--- src/rtl/exec_stage_pipe.sv ---
// Registered RV32-style execute stage: operand mux, ALU decode, ALU, branch resolve and target adder.
// Define EXEC_MUL_EN to add an iterative shift-add multiplier (MUL) that stalls upstream for XLEN cycles.
module exec_stage_pipe #(
    parameter int XLEN = 32
) (
    input  logic            clk,
    input  logic            rst,
    input  logic            flush,
    input  logic            in_valid,
    output logic            in_ready,
    input  logic [1:0]      alu_op,
    input  logic            alusrc,
    input  logic [2:0]      funct3,
    input  logic            funct7_30,
    input  logic            funct7_25,
    input  logic [XLEN-1:0] pc,
    input  logic [XLEN-1:0] imm,
    input  logic [XLEN-1:0] rd1,
    input  logic [XLEN-1:0] rd2,
    output logic            out_valid,
    input  logic            out_ready,
    output logic [XLEN-1:0] result,
    output logic            zero,
    output logic            br_taken,
    output logic [XLEN-1:0] target
);

    localparam int SHW = $clog2(XLEN);

    logic [XLEN-1:0] op_b;
    logic [XLEN-1:0] alu_res;
    logic [XLEN-1:0] tgt_sum;
    logic [SHW-1:0]  shamt;
    logic            lt_s;
    logic            lt_u;
    logic            eq;
    logic            br_res;
    logic            accept;

    logic            valid_q,  valid_d;
    logic [XLEN-1:0] result_q, result_d;
    logic            zero_q,   zero_d;
    logic            br_q,     br_d;
    logic [XLEN-1:0] target_q, target_d;

`ifdef EXEC_MUL_EN
    typedef enum logic {S_IDLE, S_MUL} state_t;
    state_t          state_q, state_d;
    logic [SHW-1:0]  cnt_q,   cnt_d;
    logic [XLEN-1:0] acc_q,   acc_d;
    logic [XLEN-1:0] mcand_q, mcand_d;
    logic [XLEN-1:0] mplier_q, mplier_d;
    logic [XLEN-1:0] acc_step;
    logic            is_mul;

    assign is_mul   = (alu_op == 2'b10) && funct7_25 && (funct3 == 3'b000);
    assign acc_step = acc_q + (mplier_q[0] ? mcand_q : '0);
    assign in_ready = (state_q == S_IDLE) && (!valid_q || out_ready);
`else
    logic unused_funct7_25;
    assign unused_funct7_25 = funct7_25;
    assign in_ready = !valid_q || out_ready;
`endif

    assign op_b    = alusrc ? imm : rd2;
    assign shamt   = op_b[SHW-1:0];
    assign lt_s    = $signed(rd1) < $signed(op_b);
    assign lt_u    = rd1 < op_b;
    assign eq      = rd1 == op_b;
    assign tgt_sum = pc + imm;
    assign accept  = in_valid && in_ready && !flush;

    always_comb begin
        alu_res = '0;
        case (alu_op)
            2'b00: alu_res = rd1 + op_b;
            2'b01: alu_res = rd1 - op_b;
            default: begin
                case (funct3)
                    // Only R-type honours bit 30 as SUB; for I-type it is part of the immediate.
                    3'b000: alu_res = (alu_op == 2'b10 && funct7_30) ? rd1 - op_b : rd1 + op_b;
                    3'b001: alu_res = rd1 << shamt;
                    3'b010: alu_res = {{(XLEN-1){1'b0}}, lt_s};
                    3'b011: alu_res = {{(XLEN-1){1'b0}}, lt_u};
                    3'b100: alu_res = rd1 ^ op_b;
                    3'b101: alu_res = funct7_30 ? $unsigned($signed(rd1) >>> shamt) : rd1 >> shamt;
                    3'b110: alu_res = rd1 | op_b;
                    default: alu_res = rd1 & op_b;
                endcase
            end
        endcase
    end

    always_comb begin
        br_res = 1'b0;
        if (alu_op == 2'b01) begin
            case (funct3)
                3'b000:  br_res = eq;
                3'b001:  br_res = !eq;
                3'b100:  br_res = lt_s;
                3'b101:  br_res = !lt_s;
                3'b110:  br_res = lt_u;
                3'b111:  br_res = !lt_u;
                default: br_res = 1'b0;
            endcase
        end
    end

    always_comb begin
        valid_d  = valid_q;
        result_d = result_q;
        zero_d   = zero_q;
        br_d     = br_q;
        target_d = target_q;
`ifdef EXEC_MUL_EN
        state_d  = state_q;
        cnt_d    = cnt_q;
        acc_d    = acc_q;
        mcand_d  = mcand_q;
        mplier_d = mplier_q;
`endif
        if (flush) begin
            valid_d = 1'b0;
`ifdef EXEC_MUL_EN
            state_d = S_IDLE;
            cnt_d   = '0;
        end else if (state_q == S_MUL) begin
            acc_d    = acc_step;
            mcand_d  = mcand_q << 1;
            mplier_d = mplier_q >> 1;
            if (cnt_q == '0) begin
                result_d = acc_step;
                zero_d   = (acc_step == '0);
                valid_d  = 1'b1;
                state_d  = S_IDLE;
            end else begin
                cnt_d = cnt_q - 1'b1;
            end
        end else if (accept && is_mul) begin
            state_d  = S_MUL;
            cnt_d    = SHW'(XLEN - 1);
            acc_d    = '0;
            mcand_d  = rd1;
            mplier_d = rd2;
            valid_d  = 1'b0;
            br_d     = 1'b0;
            target_d = tgt_sum;
`endif
        end else if (accept) begin
            result_d = alu_res;
            zero_d   = (alu_res == '0);
            br_d     = br_res;
            target_d = tgt_sum;
            valid_d  = 1'b1;
        end else if (out_ready) begin
            valid_d = 1'b0;
        end
    end

    always_ff @(posedge clk or posedge rst) begin
        if (rst) begin
            valid_q  <= 1'b0;
            result_q <= '0;
            zero_q   <= 1'b1;
            br_q     <= 1'b0;
            target_q <= '0;
`ifdef EXEC_MUL_EN
            state_q  <= S_IDLE;
            cnt_q    <= '0;
`endif
        end else begin
            valid_q  <= valid_d;
            result_q <= result_d;
            zero_q   <= zero_d;
            br_q     <= br_d;
            target_q <= target_d;
`ifdef EXEC_MUL_EN
            state_q  <= state_d;
            cnt_q    <= cnt_d;
`endif
        end
    end

`ifdef EXEC_MUL_EN
    // Multiplier datapath is qualified by state, so it needs no reset.
    always_ff @(posedge clk) begin
        acc_q    <= acc_d;
        mcand_q  <= mcand_d;
        mplier_q <= mplier_d;
    end
`endif

    assign out_valid = valid_q;
    assign result    = result_q;
    assign zero      = zero_q;
    assign br_taken  = br_q;
    assign target    = target_q;

endmodule
--- config.mk ---
export PLATFORM = sky130hd
export DESIGN_NAME = exec_stage_pipe
export DESIGN_NICKNAME = d
export VERILOG_FILES = /design/src/rtl/exec_stage_pipe.sv
export SDC_FILE = /design/constraint.sdc
export NUM_CORES = 1
export LEC_CHECK = 0
export CAP_MARGIN = 5
export CORE_UTILIZATION = 58
export DETAILED_ROUTE_END_ITERATION = 12
export PLACE_DENSITY = 0.95
export SLEW_MARGIN = 20
export SYNTH_ARGS = -nofsm -noshare
export SYNTH_HDL_FRONTEND = slang
export SYNTH_SLANG_ARGS = --single-unit
--- constraint.sdc ---
create_clock -name clk -period 3.01 [get_ports clk]
set_input_delay 0.602 -clock clk [delete_from_list [all_inputs] [get_ports clk]]
set_output_delay 0.602 -clock clk [all_outputs]
set_load 0.01 [all_outputs]
==> Implementation_results.wiki, run 1 <==
{| class="wikitable"
! Metric !! Value
|-
| Outcome || stopped before the end
|-
| Step where the flow halted || clock tree synthesis
|-
| Stop err || [ERROR DPL-0038] Utilization greater than 100%, impossible to legalize
|-
| Post-CTS setup buffers || roughly 130
|-
| Synth top cells by count || nand2_1 (210), a21oi_1 (197), nor2_1 (158), o21ai_0 (139), ha_1 (134)
|-
| Share of synthesized registers carrying an async set or reset || 100%
|-
| Detail Placement HPWL || approximately 75,000 um
|-
| Syn_area_per_cell || roughly 7.5 sq um
|-
| Most used flip-flop cell after synthesis || dfrtp_1
|-
| Deepest clock path buffer count || 2
|-
| Number of cells upsized or downsized after cts || 629
|-
| Count of buffers inserted at the top-level ports || 207
|-
| Mux share of post-synthesis cell area || 17.0%
|-
| Library cell with the largest summed area after synthesis || ha_1
|-
| Flops & latches, synth || 67
|-
| Share of the synthesized area in compound gates (AO/OA/AOI/OAI) || 30.3%
|-
| Root buf cell || clkbuf_16
|-
| Clock sink total || 67
|-
| Xor/xnor share of the synthesized area || under 10%
|-
| Share of synthesized area occupied by flip-flops and latches || between 10 and 15%
|-
| Total number of yosys warnings || 0
|-
| Io pins || 209
|-
| Synth top area cells || ha_1 (11%), dfrtp_1 (11%), mux4_2 (9.3%), a21oi_1 (6.6%), mux2i_1 (6.4%)
|-
| Number of different library cells in the post-synthesis netlist || between 80 and 90
|-
| Die X || between 150 and 200 um
|-
| CTS HTree Levels || 3
|-
| Fraction of post-synthesis cell area in the top cell type by area || 11.2%
|-
| Adder-cell share of the synthesized area || about an eighth
|-
| Most repeated cell in the gate-level netlist after synthesis || nand2_1
|-
| Number of flops mapped to enable cells by yosys || 0
|-
| Starting density of the core || between 50 and 60%
|-
| Gpl congestion || about 1.4
|-
| Synthesized cell area || ~15,000 sq um
|-
| Number of buffers inserted for hold repair after clock tree synthesis || 0
|-
| Cell total after placement || between 3,000 and 4,000
|-
| Dominant combinational cell family by area after synthesis || compound AO/OA/AOI/OAI gates
|-
| Synth Net Count || approximately 2,300
|-
| Gate count of the mapped netlist || approximately 2,000
|-
| Number of buffers added by the clock tree synthesis step || 9
|-
| Die span in y || ~160 um
|-
| Share of synthesized cell area in and, or, nand and nor gates || 19.0%
|-
| Number of rows in the core area || 58
|-
| Standard cell area after detailed placement || ~22,000 sq um
|}
==> logic make-up after synthesis <==
group,Yosys count
AOI/OAI and AO/OA,691
and+or+nand+nor,607
buffers and inverters,262
muxes,171
adders and majority gates,137
DFF,67
xor gates and xnor gates,62
==> metrics by stage <==
stage / hold slack [ns] / worst slack [ns] / utilization [%]
floorplan: 0.511 / -1.48 / -
global placement: 0.460 / -1.96 / 88.8
detailed placement: 0.474 / -2.39 / 88.8
==> inputs of run 2 (changes only) <==
--- a/config.mk
+++ b/config.mk
@@ -6,9 +6,9 @@
 export NUM_CORES = 1
 export LEC_CHECK = 0
 export CAP_MARGIN = 5
-export CORE_UTILIZATION = 58
+export CORE_UTILIZATION = 40
 export DETAILED_ROUTE_END_ITERATION = 12
-export PLACE_DENSITY = 0.95
+export PLACE_DENSITY_LB_ADDON = 0.15
 export SLEW_MARGIN = 20
 export SYNTH_ARGS = -nofsm -noshare
 export SYNTH_HDL_FRONTEND = slang
==> Implementation_results.wiki, run 2 <==
{| class="wikitable"
! Metric !! Value
|-
| Fraction of post-synthesis cell area in the top cell type by area || 11.2% (unchanged)
|-
| Commonest non-fill, non-tap cells in the layout || buf_4 (759), nand2_1 (195), clkdlybuf4s50_1 (166), a21oi_1 (154), nor2_1 (141)
|-
| Slew at the pin closest to its max-slew limit || roughly 0.83 ns
|-
| Clock slew seen by the registers of the worst setup and hold paths || around 0.060 ns
|-
| CP bufs+invs || 3
|-
| Most used flip-flop cell after synthesis || dfrtp_1
|-
| Overall fraction of global-route tracks in use || 48.6%
|-
| Final Skew || slightly below 0.008 ns
|-
| Initial antenna violation count || 4
|-
| Area delta synth->final || 82.2%
|-
| Final Max Tran Viols || 0
|-
| Cell total after placement || 3,291 (+7.3%)
|-
| GR Overflow Total || 0
|-
| Worst slew margin || a little over two fifths
|-
| Fraction of the cycle the final worst path needs || 151%
|-
| Synthesized cell area || 14,900 sq um (unchanged)
|-
| Leakage power total || approximately 12 nW
|-
| Number of endpoints with negative hold slack in the final report || 0
|-
| Clock network latency to the later pin of the worst-skew pair || 0.35 ns
|-
| Synth top cells by count || nand2_1 (210), a21oi_1 (197), nor2_1 (158), o21ai_0 (139), ha_1 (134)
|-
| Die X || 195 um (+20%)
|-
| Clock sink total || 67 (unchanged)
|-
| Number of flops mapped to enable cells by yosys || 0 (unchanged)
|-
| Gpl congestion || 1.08 (-22%)
|-
| Total negative slack || -26.75 ns
|-
| Most common cell after layout, fill and taps aside || buf_4
|-
| Smallest hold slack || slightly below 0.5 ns
|-
| Count of buffers inserted at the top-level ports || 207 (unchanged)
|-
| Power density of the placed cells || roughly 350 nW/um^2
|-
| Share of synthesized area occupied by flip-flops and latches || 11.2% (unchanged)
|-
| Pin count of the biggest net entering global routing || 85
|-
| Number of buffers added by the clock tree synthesis step || 9 (unchanged)
|-
| Die span in y || 195 um (+20%)
|-
| Final period demand of the worst path || about 4.5 ns
|-
| Setup crit end kind || flop
|-
| Highest fanout seen on the critical path || 4
|-
| Most repeated cell in the gate-level netlist after synthesis || nand2_1
|-
| Worst vdd rail ir drop || ~0.24 mV
|-
| Worst path required time || around 3.3 ns
|-
| Root buf cell || clkbuf_16
|-
| Fin util || between 70 and 80%
|-
| Flops & latches, synth || 67 (unchanged)
|-
| Worst path slowest cell || a222oi_1
|-
| Global-route wire length before repair || 140,000 um
|-
| Full die area || approximately 38,000 sq um
|-
| Post-route antenna net violation count || 0
|-
| Unrepaired setup endpoints after global routing || true
|-
| Fraction of final layout cells with drive strength greater than 1 || between 40 and 50%
|-
| Setup WS pre-CTS || -2.34 ns (+0.0452 ns)
|-
| Max-capacitance violation count || 0
|-
| Achievable Freq || approximately 220 MHz
|-
| CTS HTree Levels || 3 (unchanged)
|-
| Vias post-DR || about 23,000
|-
| Outcome || finished, violations left
|-
| # DRC || 0
|-
| Vias in the first global route || 22,200
|-
| Initial detailed-routing violation count || approximately 2,700
|-
| Type of element launching the critical path || input pin
|-
| Synth top area cells || ha_1 (11%), dfrtp_1 (11%), mux4_2 (9.3%), a21oi_1 (6.6%), mux2i_1 (6.4%)
|-
| Count of placed standard cells in the final layout, fillers left out || 3,416
|-
| Worst hold-check path type || reg2reg
|-
| Setup slack of the critical path after layout || -1.52 ns
|-
| Number of rows in the core area || 70 (+21%)
|-
| Starting density of the core || 40.7% (-18 points)
|-
| Max incr delay on CP || ~0.48 ns
|-
| Syn_area_per_cell || 7.48 sq um (unchanged)
|-
| Synth Net Count || 2,275 (unchanged)
|-
| Signal arrival time at the worst endpoint || between 4 and 5 ns
|-
| Detail Placement HPWL || 70,700 um (-5.4%)
|-
| Detailed Route WL || 100,000 um
|-
| Number of filler instances in the final layout || approximately 2,600
|-
| Cell Chain, Critical Path || buf_12 -> mux2i_4 -> inv_2 -> ha_4 -> fa_2 -> nor4bb_4 -> a211oi_2 -> xnor2_1 -> a211o_1 -> a222oi_1 -> and3b_1 -> and4_4 -> nand4_1 -> a2111oi_2 -> buf_4 -> and4bb_1 -> and4_1 -> a41o_1
|-
| CTS tree || yes
|-
| Number of different library cells in the post-synthesis netlist || 85 (unchanged)
|-
| Library cell with the largest summed area after synthesis || ha_1
|-
| Violations in the final reports || negative setup slack
|-
| Io pins || 209 (unchanged)
|-
| Area of the core region || 36,700 sq um
|-
| Category of the critical setup timing path || in2reg
|-
| DRT Pass-1 Iters || 6
|-
| Average wire length per cell after detail routing || around 29 um
|-
| Detailed-route vias per instance || approximately 6.7
|-
| Crit path max-delay family || simple AND/OR/NAND/NOR gates
|-
| Net count reported at finish || around 3,200
|-
| Deepest clock path buffer count || 2 (unchanged)
|-
| Total number of yosys warnings || 0 (unchanged)
|-
| Count of final setup violators || 48
|-
| Gate count of the mapped netlist || 1,997 (unchanged)
|-
| Share of synthesized registers carrying an async set or reset || 100% (unchanged)
|}
==> run 2: cell counts after synthesis <==
No cell type changed its count.
==> run 2: final cells by class <==
cell class / instances / area [sq um] / area share, %
antenna: 3 / 7.51 / 0.0276
clock buffer: 9 / 225 / 0.828
clock inverter: 7 / 68.8 / 0.253
inverter: 117 / 462 / 1.70
multi-input combinational: 1668 / 15000 / 55.2
sequential: 67 / 1680 / 6.16
tap: 468 / 586 / 2.15
timing repair buffer: 1077 / 9180 / 33.7
==> run 2: timing repair <==
item / CTS / global route
pin swaps: 194 / 156
buffers inserted: 107 / 47
hold buffers: 0 / 0
resized for setup: 472 / 204
cloned: 1 / 1
setup endpoints to repair: 53 / 51
==> run 2: path summary, 6_finish.rpt <==
path	from	endpoint	slack [ns]	cells after the start
max	alusrc	zero$_DFFE_PP1P_	-1.52	18
min	result[17]$_DFFE_PP0P_	result[17]$_DFFE_PP0P_	0.50	2
max reg2reg	out_valid$_DFFE_PP0P_	zero$_DFFE_PP1P_	0.01	12
min reg2reg	result[17]$_DFFE_PP0P_	result[17]$_DFFE_PP0P_	0.50	2
max in group asynchronous	rst	zero$_DFFE_PP1P_	1.61	3
min in group asynchronous	rst	target[11]$_DFFE_PP0P_	0.67	2
==> run 2: cells by family after synthesis <==
group	count (synthesis)	synth area share (%)
adders and majority gates	137	11.6
xor gates and xnor gates	62	3.64
and+or+nand+nor	607	19.0
DFF	67	11.2
muxes	171	17.0
buffers and inverters	262	7.14
AOI/OAI and AO/OA	691	30.3
==> run 2: metrics by stage <==
step                      cell area (sq um)  power (mW)
after CTS                             26200        8.80
after detailed placement              23200        6.92
final                                 27200        9.64
after floorplan                       15500        3.87
after global placement                23200        6.83
after global routing                  27200        9.92
==> run 2: worst reg2reg max path: cells and delay by family, from the launching register on <==
family | cells | cell delay [ns]
buffers and inverters | 2 | 0.43
AND/OR/NAND/NOR | 7 | 1.51
AO/OA/AOI/OAI | 3 | 0.59
flip-flops | 1 | 0.42
==> run 2: metal layers <==
layer	share of wire, %	global-route usage, %	vias up
met3	12	10.3	632
met4	8.4	29.5	6
met2	42	76.0	1918
met1	37	61.2	10800
met5	0.030	0	-
li1	-	-	9383
==> run 2: where the power goes <==
part / internal, mW / total [mW] / switching, mW / leakage [nW]
sequential: 1.10 / 1.26 / 0.154 / 0.825
clock: 0.639 / 1.08 / 0.445 / 0.141
combinational: 3.50 / 7.30 / 3.81 / 11.2
Power figures use the tool's default switching activity.
==> inputs of run 3 (changes only) <==
--- a/config.mk
+++ b/config.mk
@@ -13,3 +13,4 @@
 export SYNTH_ARGS = -nofsm -noshare
 export SYNTH_HDL_FRONTEND = slang
 export SYNTH_SLANG_ARGS = --single-unit
+export TNS_END_PERCENT = 10
==> Implementation_results.wiki, run 3 (synthesis results as in run 2) <==
{| class="wikitable"
! Metric !! Value
|-
| Highest fanout seen on the critical path || 6 (+2)
|-
| Final Max Tran Viols || 0 (unchanged)
|-
| Vias in the first global route || 21,300 (-4.0%)
|-
| Number of buffers added by the clock tree synthesis step || 9 (unchanged)
|-
| Worst slew margin || 43.8% (-0.22 points)
|-
| Clock slew seen by the registers of the worst setup and hold paths || 0.06 ns (about the same)
|-
| Area of the core region || 36,700 sq um (unchanged)
|-
| Slew at the pin closest to its max-slew limit || 0.841 ns (+0.00785 ns)
|-
| Overall fraction of global-route tracks in use || 46.9% (-1.7 points)
|-
| Count of placed standard cells in the final layout, fillers left out || 3,361 (-1.6%)
|-
| Global-route wire length before repair || 134,000 um (-4.1%)
|-
| Net count reported at finish || 3,166 (-1.6%)
|-
| Setup crit end kind || flop
|-
| Detailed Route WL || 93,500 um (-6.8%)
|-
| Vias post-DR || 21,700 (-4.8%)
|-
| CTS tree || yes
|-
| Total power consumption of the routed design || 9.05 mW (-6.1%)
|-
| Setup slack of the critical path after layout || -1.44 ns (+0.0857 ns)
|-
| Root buf cell || clkbuf_16
|-
| Initial antenna violation count || 1 (-3)
|-
| Number of rows in the core area || 70 (unchanged)
|-
| Fraction of final layout cells with drive strength greater than 1 || 40.9% (-5.2 points)
|-
| Io pins || 209 (unchanged)
|-
| Detailed-route vias per instance || 6.45 (-3.2%)
|-
| Worst path required time || 3.29 ns (about the same)
|-
| Die span in y || 195 um (unchanged)
|-
| Storage element area || 1680 sq um (unchanged)
|-
| Post-route antenna net violation count || 0 (unchanged)
|-
| Pin count of the biggest net entering global routing || 63 (-26%)
|-
| Starting density of the core || 40.7% (unchanged)
|-
| Average wire length per cell after detail routing || 27.8 um (-5.3%)
|-
| Unrepaired setup endpoints after global routing || true
|-
| Area delta synth->final || 71.4%
|-
| Count of buffers inserted at the top-level ports || 207 (unchanged)
|-
| DRT Pass-1 Iters || 5 (-1)
|-
| Gpl congestion || 1.07 (-1.3%)
|-
| Worst vdd rail ir drop || 0.249 mV (+5.8%)
|-
| Standard cell area after detailed placement || 23,000 sq um (-0.83%)
|-
| Number of buffers inserted for hold repair after clock tree synthesis || 0 (unchanged)
|-
| Max-capacitance violation count || 0 (unchanged)
|-
| Type of element launching the critical path || input pin
|-
| Initial detailed-routing violation count || 2,404 (-9.5%)
|-
| Number of cells traversed by the worst hold path || 2 (unchanged)
|-
| Smallest hold slack || 0.475 ns (-0.0208 ns)
|-
| Violations in the final reports || negative setup slack
|-
| Clock network latency to the later pin of the worst-skew pair || 0.34 ns (about the same)
|-
| Category of the critical setup timing path || in2reg
|-
| Most common cell after layout, fill and taps aside || buf_4
|-
| R2R cell count || 11 (-1)
|-
| Count of final setup violators || 50 (+4.2%)
|-
| Cell Chain, Critical Path || buf_12 -> mux2i_4 -> inv_2 -> ha_4 -> fa_2 -> nand2b_4 -> a21o_1 -> a31o_2 -> a211o_1 -> a222oi_1 -> buf_4 -> and3b_1 -> and4_4 -> nand4_1 -> a2111oi_4 -> and4bb_1 -> and4_1 -> a41o_1
|-
| Die X || 195 um (unchanged)
|-
| Leakage power total || 11.5 nW (-4.9%)
|-
| Cell total after placement || 3,287 (-0.12%)
|-
| Final Skew || 0.00381 ns (-0.00412 ns)
|-
| Signal arrival time at the worst endpoint || 4.73 ns (-0.09 ns)
|-
| CTS HTree Levels || 3 (unchanged)
|-
| Full die area || 38,100 sq um (unchanged)
|-
| Fraction of the cycle the final worst path needs || 148% (-2.8 points)
|-
| Deepest clock path buffer count || 2 (unchanged)
|-
| Total negative slack || -31.49 ns (-4.74 ns)
|-
| GR Overflow Total || 0 (unchanged)
|-
| Number of endpoints with negative hold slack in the final report || 0 (unchanged)
|-
| Clock sink total || 67 (unchanged)
|-
| Power density of the placed cells || 353 nW/um^2 (-0.24%)
|-
| Commonest non-fill, non-tap cells in the layout || buf_4 (768), nand2_1 (207), clkdlybuf4s50_1 (177), a21oi_1 (166), nor2_1 (145)
|-
| Number of filler instances in the final layout || 2,879 (+11%)
|-
| Detail Placement HPWL || 71,600 um (+1.3%)
|-
| Outcome || finished, violations left
|-
| Post-route cell area || 25,600 sq um (-5.9%)
|-
| Worst path slowest cell || fa_2
|-
| Achievable Freq || 225 MHz (+1.9%)
|-
| Max incr delay on CP || 0.40 ns (-0.08 ns)
|-
| Final period demand of the worst path || 4.45 ns (-0.0857 ns)
|-
| # DRC || 0 (unchanged)
|-
| Combined area of the multi-input logic cells || 14,000 sq um (-6.6%)
|-
| Worst hold-check path type || reg2reg
|}
run 3: cell count changes in the layout (fill, tap and decap cells not counted), sizes merged:
cell and delta:
diode -2, clkinv -3, clkdlybuf4s15 -1, clkinvlp -1, clkbuf -4, inv +1
dlygate4sd2 +3, buf -57, clkdlybuf4s50 +11, bufinv +1, dlymetal6s2s -3
run 3: final timing paths:
| check | from | to | slack [ns] |
|---|---|---|---|
| setup / recovery | alusrc | zero$_DFFE_PP1P_ | -1.44 |
| hold / removal | result[24]$_DFFE_PP0P_ | result[24]$_DFFE_PP0P_ | 0.47 |
| setup reg to reg | out_valid$_DFFE_PP0P_ | zero$_DFFE_PP1P_ | 0.11 |
| hold reg to reg | result[24]$_DFFE_PP0P_ | result[24]$_DFFE_PP0P_ | 0.47 |
| max in group asynchronous | rst | zero$_DFFE_PP1P_ | 1.64 |
| min in group asynchronous | rst | target[7]$_DFFE_PP0P_ | 0.58 |
run 3: metal layers:
layer	routed length, um	GRT usage, %	part of all wire [%]	vias to the layer above
li1	-	-	-	9293
met1	35800	59.5	38	10400
met2	40500	74.2	43	1576
met3	10900	10.2	12	372
met4	6280	25.4	6.7	2
met5	32	0	0.034	-
run 3: layout make-up:
| type | count | share of cell area [%] |
|---|---|---|
| Multi-Input combinational cell | 1668 | 54.8 |
| Timing Repair Buffer | 1025 | 33.4 |
| Clock inverter | 5 | 0.303 |
| Inverter | 117 | 1.75 |
| Clock buffer | 10 | 0.933 |
| Antenna cell | 1 | 0.00977 |
| Sequential cell | 67 | 6.55 |
| Tap cell | 468 | 2.29 |
run 3: through the flow:
step / utilization, % / setup WS, ns
floorplan: - / -1.48
CTS: 68.2 / -1.30
global placement: 62.7 / -2.53
detailed placement: 62.7 / -2.42
global route: 69.8 / -1.51
finish: 69.8 / -1.44
run 3: critical path: cells and delay by family:
kind,cells,cell delay [ns]
mux,1,0.36
buf+inv,3,0.42
simple gates,6,1.22
compound gates,6,1.51
fa+ha+maj,2,0.58
run 3: repair_timing:
action                                  CTS  global route
pin swaps                                93            56
gates cloned                              1             0
endpoints found under the setup margin   53            56
buffers inserted                         45            18
resized for setup                       303           100
run 3: power by group:
part	switching, mW	total (mW)	internal (mW)
Clock	0.413	1.15	0.740
Sequential	0.132	1.23	1.10
Combinational	3.46	6.66	3.20
